<file path="src/rtl/seg_hex_array.sv">
// seg_hex_array: multi-digit hex seven-segment driver with leading-zero blanking and per-digit blink
module seg_hex_array #(
    parameter int DIGITS    = 8,
    parameter int BLINK_DIV = 25000000
) (
    input  logic                  clk,
    input  logic                  rst,
    input  logic                  load,
    input  logic [4*DIGITS-1:0]   din,
    input  logic [DIGITS-1:0]     dp_in,
    input  logic [DIGITS-1:0]     blink_en,
    input  logic                  lz_en,
    output logic [8*DIGITS-1:0]   seg_out,
    output logic                  blink_phase
);
    localparam int CW = $clog2(BLINK_DIV);

    logic [4*DIGITS-1:0] val;
    logic [DIGITS-1:0]   dp, bl, blank;
    logic [CW-1:0]       cnt;
    logic [8*DIGITS-1:0] seg_nxt;
    logic                zero;

    function automatic logic [6:0] hex7(input logic [3:0] h);
        case (h)
            4'h0: hex7 = 7'b0000001;
            4'h1: hex7 = 7'b1001111;
            4'h2: hex7 = 7'b0010010;
            4'h3: hex7 = 7'b0000110;
            4'h4: hex7 = 7'b1001100;
            4'h5: hex7 = 7'b0100100;
            4'h6: hex7 = 7'b0100000;
            4'h7: hex7 = 7'b0001111;
            4'h8: hex7 = 7'b0000000;
            4'h9: hex7 = 7'b0000100;
            4'hA: hex7 = 7'b0001000;
            4'hB: hex7 = 7'b1100000;
            4'hC: hex7 = 7'b0110001;
            4'hD: hex7 = 7'b1000010;
            4'hE: hex7 = 7'b0110000;
            default: hex7 = 7'b0111000;
        endcase
    endfunction

    // held display value, decimal points and blink mask; reset wins over load
    always_ff @(posedge clk) begin
        if (!rst) begin
            val <= '0;
            dp  <= '0;
            bl  <= '0;
        end else if (load) begin
            val <= din;
            dp  <= dp_in;
            bl  <= blink_en;
        end
    end

    // free-running blink divider, phase flips on every wrap
    always_ff @(posedge clk) begin
        if (!rst) begin
            cnt         <= '0;
            blink_phase <= 1'b0;
        end else if (cnt == CW'(BLINK_DIV - 1)) begin
            cnt         <= '0;
            blink_phase <= ~blink_phase;
        end else begin
            cnt <= cnt + 1'b1;
        end
    end

    // per-digit pattern: zero run tracked from the top digit down; digit 0 never blanks
    always_comb begin
        zero    = 1'b1;
        blank   = '0;
        seg_nxt = '0;
        for (int i = DIGITS - 1; i >= 0; i--) begin
            zero              = zero & (val[4*i+:4] == 4'd0);
            blank[i]          = lz_en & zero & (i != 0);
            seg_nxt[8*i+:8]   = (blink_phase & bl[i]) ? 8'hFF
                              : {blank[i] ? 7'h7F : hex7(val[4*i+:4]), ~dp[i]};
        end
    end

    // registered segment outputs, all dark in reset
    always_ff @(posedge clk) begin
        if (!rst) seg_out <= '1;
        else      seg_out <= seg_nxt;
    end
endmodule

</file>
<file path="config.mk">
export PLATFORM = sky130hd
export DESIGN_NAME = seg_hex_array
export DESIGN_NICKNAME = d
export VERILOG_FILES = /design/src/rtl/seg_hex_array.sv
export SDC_FILE = /design/constraint.sdc
export NUM_CORES = 1
export LEC_CHECK = 0
export ABC_AREA = 1
export BUFFER_PORTS_ARGS = -buffer_cell sky130_fd_sc_hd__buf_2
export CAP_MARGIN = 20
export CORE_MARGIN = 2
export CORE_UTILIZATION = 30
export CTS_BUF_LIST = sky130_fd_sc_hd__clkbuf_4
export DETAILED_ROUTE_END_ITERATION = 6
export SLEW_MARGIN = 10
export SYNTH_ARGS = -nofsm -noshare
export SYNTH_HDL_FRONTEND = slang
export SYNTH_SLANG_ARGS = --single-unit
</file>
<file path="constraint.sdc">
create_clock -name clk -period 2 [get_ports clk]
set_clock_uncertainty 0.1 [all_clocks]
set_input_delay 0.2 -clock clk [delete_from_list [all_inputs] [get_ports clk]]
set_output_delay 0.2 -clock clk [all_outputs]
set_load 0.01 [all_outputs]
</file>
# Word-level counts from Yosys, hierarchy flattened
# Memories as Yosys holds them, arrays and structs flattened. A register that Yosys moved wholly into a read port is not among the register bits.
# Cells that the tools add are included.
# word_totals
elab_cells	77
register_bits	89
memories	8
input_bits	52
mem_bits_ro	896
output_inout_bits	65
# classes
n_eq_ne	1
add_sub_neg	1
n_reduce_logical	23
bitwise	31
# mem_list
memory	depth	word_bits	read_ports	rd_clocked_by_memory_dff	wr	line	rtl
(no name shown)	16	7	1	1	0	25	case (h)
(no name shown)	16	7	1	1	0	25	
(no name shown)	16	7	1	1	0	25	
(no name shown)	16	7	1	1	0	25	
(no name shown)	16	7	1	1	0	25	
(no name shown)	16	7	1	1	0	25	
2 more memories	n/a	n/a	n/a	n/a	n/a	n/a	
# ops
operator	count
$logic_not 4->1	7
$add 25x1->25 const B	1
$eq 25x25->1 const B	1
$and 1x1->1	21
$reduce_or 3->1	7
$reduce_or 2->1	9
$not 1->1	10

# Depth between registers and ports, before layout
# logic_depth
word_depth	9
mapped_depth	9
mapped_depth_nobuf	9

# Least setup slack after synthesis
# No wires, ideal clock.
# synth_timing
path_kind	register to register
from	register cnt[0]
to	register cnt[21]
setup_ns	0.122
slack_ns	0.520
path_stages_with_launch	10
arrival_ns	1.259
path_buffers	1
synth_period_minus_slack_ns	1.480
required_time_ns	1.778
cell_sequence	dfxtp_1 ha_1 nand2_1 inv_1 nand2_2 nor2_2 nand3_2 nand2_4 buf_6 a21oi_1
# synth_between
elab_chain_cells	2
# synth_lines
item	line	rtl
start: declaration	20	logic [CW-1:0] cnt;
start signal: assignment	67	cnt <= cnt + 1'b1;
parallel branches: the longest is 2 deep, another holds $add 25x1->25	n/a	
# Several ways; the timed one is not identified.
# A chain may end at the register's enable or synchronous reset.

# Worst setup path in the final report
# layout_timing
from	register val[24]
to	register seg_out[9]
# layout_between
elab_chain_cells	9
# layout_lines
item	line	rtl
start: declaration	18	logic [4*DIGITS-1:0] val;
start signal: assignment	52	val <= din;
$logic_not 4->1	77	zero = zero & (val[4*i+:4] == 4'd0);
$and 1x1->1 (6 in a row)	77	
$and 1x1->1	78	blank[i] = lz_en & zero & (i != 0);
$reduce_or 3->1 (no line)	n/a	
end: declaration	13	output logic [8*DIGITS-1:0] seg_out,
# Every way passes these cells.

==> results.toml <==
[status]
outcome = "completed"

[floorplan]
num_io_pins = 117
rows = 53
coreArea_um2 = 21090
die_w_um = 150.6
die_h_um = 150.6
start_util_pct = 30.59
dieArea_um2 = 22690

[critical_path]
critPathCaptureType = "register"
path_depth = 8
timing.rr.end = "seg_out[9]$_SDFF_PP1_"
start_kind = "register"
crit_slowest_cell = "dfxtp_1"
worstSetupPathType = "reg2reg"
required_ns = 2.39
r2r_slack_ns = 0.28
rr_startpoint = "val[24]$_SDFFE_PN0P_"
crit_start = "val[24]$_SDFFE_PN0P_"
arrival_ns = 2.11
cp_top_family = "simple AND/OR/NAND/NOR gates"
crit_end = "seg_out[9]$_SDFF_PP1_"
reg2reg_depth = 8
cp_max_fo = 7
cpPeakStageDelay_ns = 0.36
critPathBufInv = 1
cp_common_cell = "nor2_4"
crit_chain = "inv_1 > ha_1 > nand2_1 > nor2_4 > nand3_2 > nor2_4 > nand3_4 > nand3_1"

[routing]
drc = 0
viasPerCell = 4.678
dr.pass1.iters = 7
drtAntennaViolNets = 0
wirelength_mm = 16.57
drt_iter0_markers = 367
dr_total_vias = 6039
wl_per_cell_um = 12.84

[clock_tree]
cts_hold_buf = 49
postCtsResizedCells = 0
cts_max_path_buffers = 2
htree_levels = 4
clk_latency_ns = 0.55
cts_buffers = 17
cts.clk_slew.worst_paths_ns = 0.12
root_buffer = "clkbuf_4"
post-cts-setup-buffers = 0
cts.sinks = 138
cts_tree = "done"

[placement]
routabilityCongestion = 0.9175
portBuffers = 116
place_hpwl_mm = 12.01
dp_cells = 1210

[timing]
maxSlewHeadroom_pct = 57.98
hold_viol = 0
fin_crit_sh_pct = 86.21
setup_viol_count_final = 0
max_freq_ghz = 0.5800
fin_crit_ns = 1.724
drv_slew = 0
finalSetupTns_ns = 0
rsz0062_at_grt = "no"
tightest_slew_ns = 0.6303

[power]
peakVddDrop_mv = 0.4735
p_leak_nw = 3.340
power_density_nw_per_um2 = 713.5

[global_routing]
gr-usage-all-layers_pct = 14.68
grt_start_max_net_pins = 52
grt_pass1_wl_mm = 26.52
grt_overflow = 0
first_global_vias = 5701
antenna_found_initial = 2

[yosys]
synth_commonest_cells = "dfxtp_1, nand2_1, nor2_1"
postSynthRegisterBits = 138
synth_top_cell_by_area = "dfxtp_1"
avgSynthCellArea_um2 = 7.688
synth_top_area_share_pct = 42.83
yosysWarnings = 0
synth_most_common_cell = "dfxtp_1"
ys_seq_area_share_pct = 42.83
yosys-top-cells-area = "dfxtp_1, ha_1, nand2_1"
synth.distinct_cells = 40
syn_inst = 839
async_flop_share_pct = 0
netlist_area_um2 = 6450
synth_edf_count = 0
ys.flop_type = "dfxtp_1"
synth_nets = 934

[cells_and_area]
multi_input_area_um2 = 3214
fin_cells = 1291
syn_to_final_growth_pct = 24.79
n_fill_cell = 2229
fin_nets = 1098
seqCellArea_um2 = 2763
drive_gt1_share_pct = 17.93

[hold_path]
worstHoldPathCells = 4
hp-class = "in2reg"

[job]
timing.max_cap.violations = 0
## routing by layer
layer / global-route usage (%) / vias up / share of wire, %
li1: - / 3120 / -
met1: 18.87 / 2732 / 47
met2: 24.00 / 162 / 46
met3: 3.545 / 23 / 5.1
met4: 5.234 / 2 / 1.5
met5: 0 / - / 0.078
## tightest hold or removal path, cell delays in order
cell and delay (ns):
buf_2 0.11, inv_2 0.16, a21oi_1 0.13, nand2_1 0.07
## area by class of cell
| cell class | count | share of cell area [%] |
|---|---|---|
| tap | 275 | 4.275 |
| clock buffer | 17 | 1.586 |
| inverter | 86 | 4.011 |
| timing repair buffer | 173 | 14.21 |
| sequential | 138 | 34.32 |
| clock inverter | 14 | 1.632 |
| multi-input combinational | 587 | 39.93 |
| antenna | 1 | 0.03109 |
## power breakdown
part	switching (mW)	leakage [nW]	internal, mW
Combinational	0.536	2.06	0.397
Clock	1.02	0.138	0.716
Sequential	0.129	1.15	2.94
## worst min path at each step
| stage | startpoint | end | slack (ns) |
|---|---|---|---|
| floorplan | lz_en | seg_out[50]$_SDFF_PP1_ | 0.23 |
| global placement | dp[4]$_SDFFE_PN0P_ | seg_out[32]$_SDFF_PP1_ | 0.27 |
| detailed placement | dp[3]$_SDFFE_PN0P_ | seg_out[24]$_SDFF_PP1_ | 0.27 |
| CTS | rst | seg_out[40]$_SDFF_PP1_ | 0.0008 |
| global route | rst | seg_out[40]$_SDFF_PP1_ | 0.04 |
| finish | rst | seg_out[40]$_SDFF_PP1_ | 0.04 |
## through the flow
stage               utilization (%)  hold WS, ns  total power [mW]  area (um^2)  setup slack (ns)
CTS                           38.16    0.0007663             5.821         8046            0.2537
floorplan                         -       0.2336             3.669         6450            0.5197
global placement              34.60       0.2694             3.996         7297            0.3576
global route                  38.17      0.04018             6.055         8049            0.1491
finish                        38.17      0.04135             5.743         8049            0.2758
detailed placement            34.60       0.2701             3.993         7297            0.3177
## state kept, by name (all words and copies together) (netlist names)
name,cells
val,32
cnt,25
blink_phase,1
seg_out,64
bl,8
dp,8
## placed cells by master, fill, tap and decap left out, types with 7 or more instances in the layout
cell type      Yosys  routed
buf_4              0       7
nor2_1           106     106
o21ai_0           85      85
dlygate4sd3_1      0      49
o211ai_1          10      10
inv_1             80      80
nor2_2             8       8
buf_2              6     116
nand3_1           54      54
a21oi_1           77      77
nand4_1           11      11
dfxtp_1          138     138
nand2_1          133     133
clkbuf_4           0      17
ha_1              43      43
nor3_1             8       8
## kinds of logic (layout without fill, tap and decap cells)
| logic type | after synthesis | in the layout | synth area share (%) |
|---|---|---|---|
| AO/OA/AOI/OAI | 198 | 198 | 16.95 |
| XOR/XNOR | 7 | 7 | 0.9506 |
| adder cells (fa/ha/maj) | 43 | 43 | 8.341 |
| buffers and inverters | 114 | 290 | 7.333 |
| flip-flops | 138 | 138 | 42.83 |
| other | 0 | 1 | 0 |
| AND/OR/NAND/NOR | 339 | 339 | 23.59 |
(Power assumes the default switching activity.)
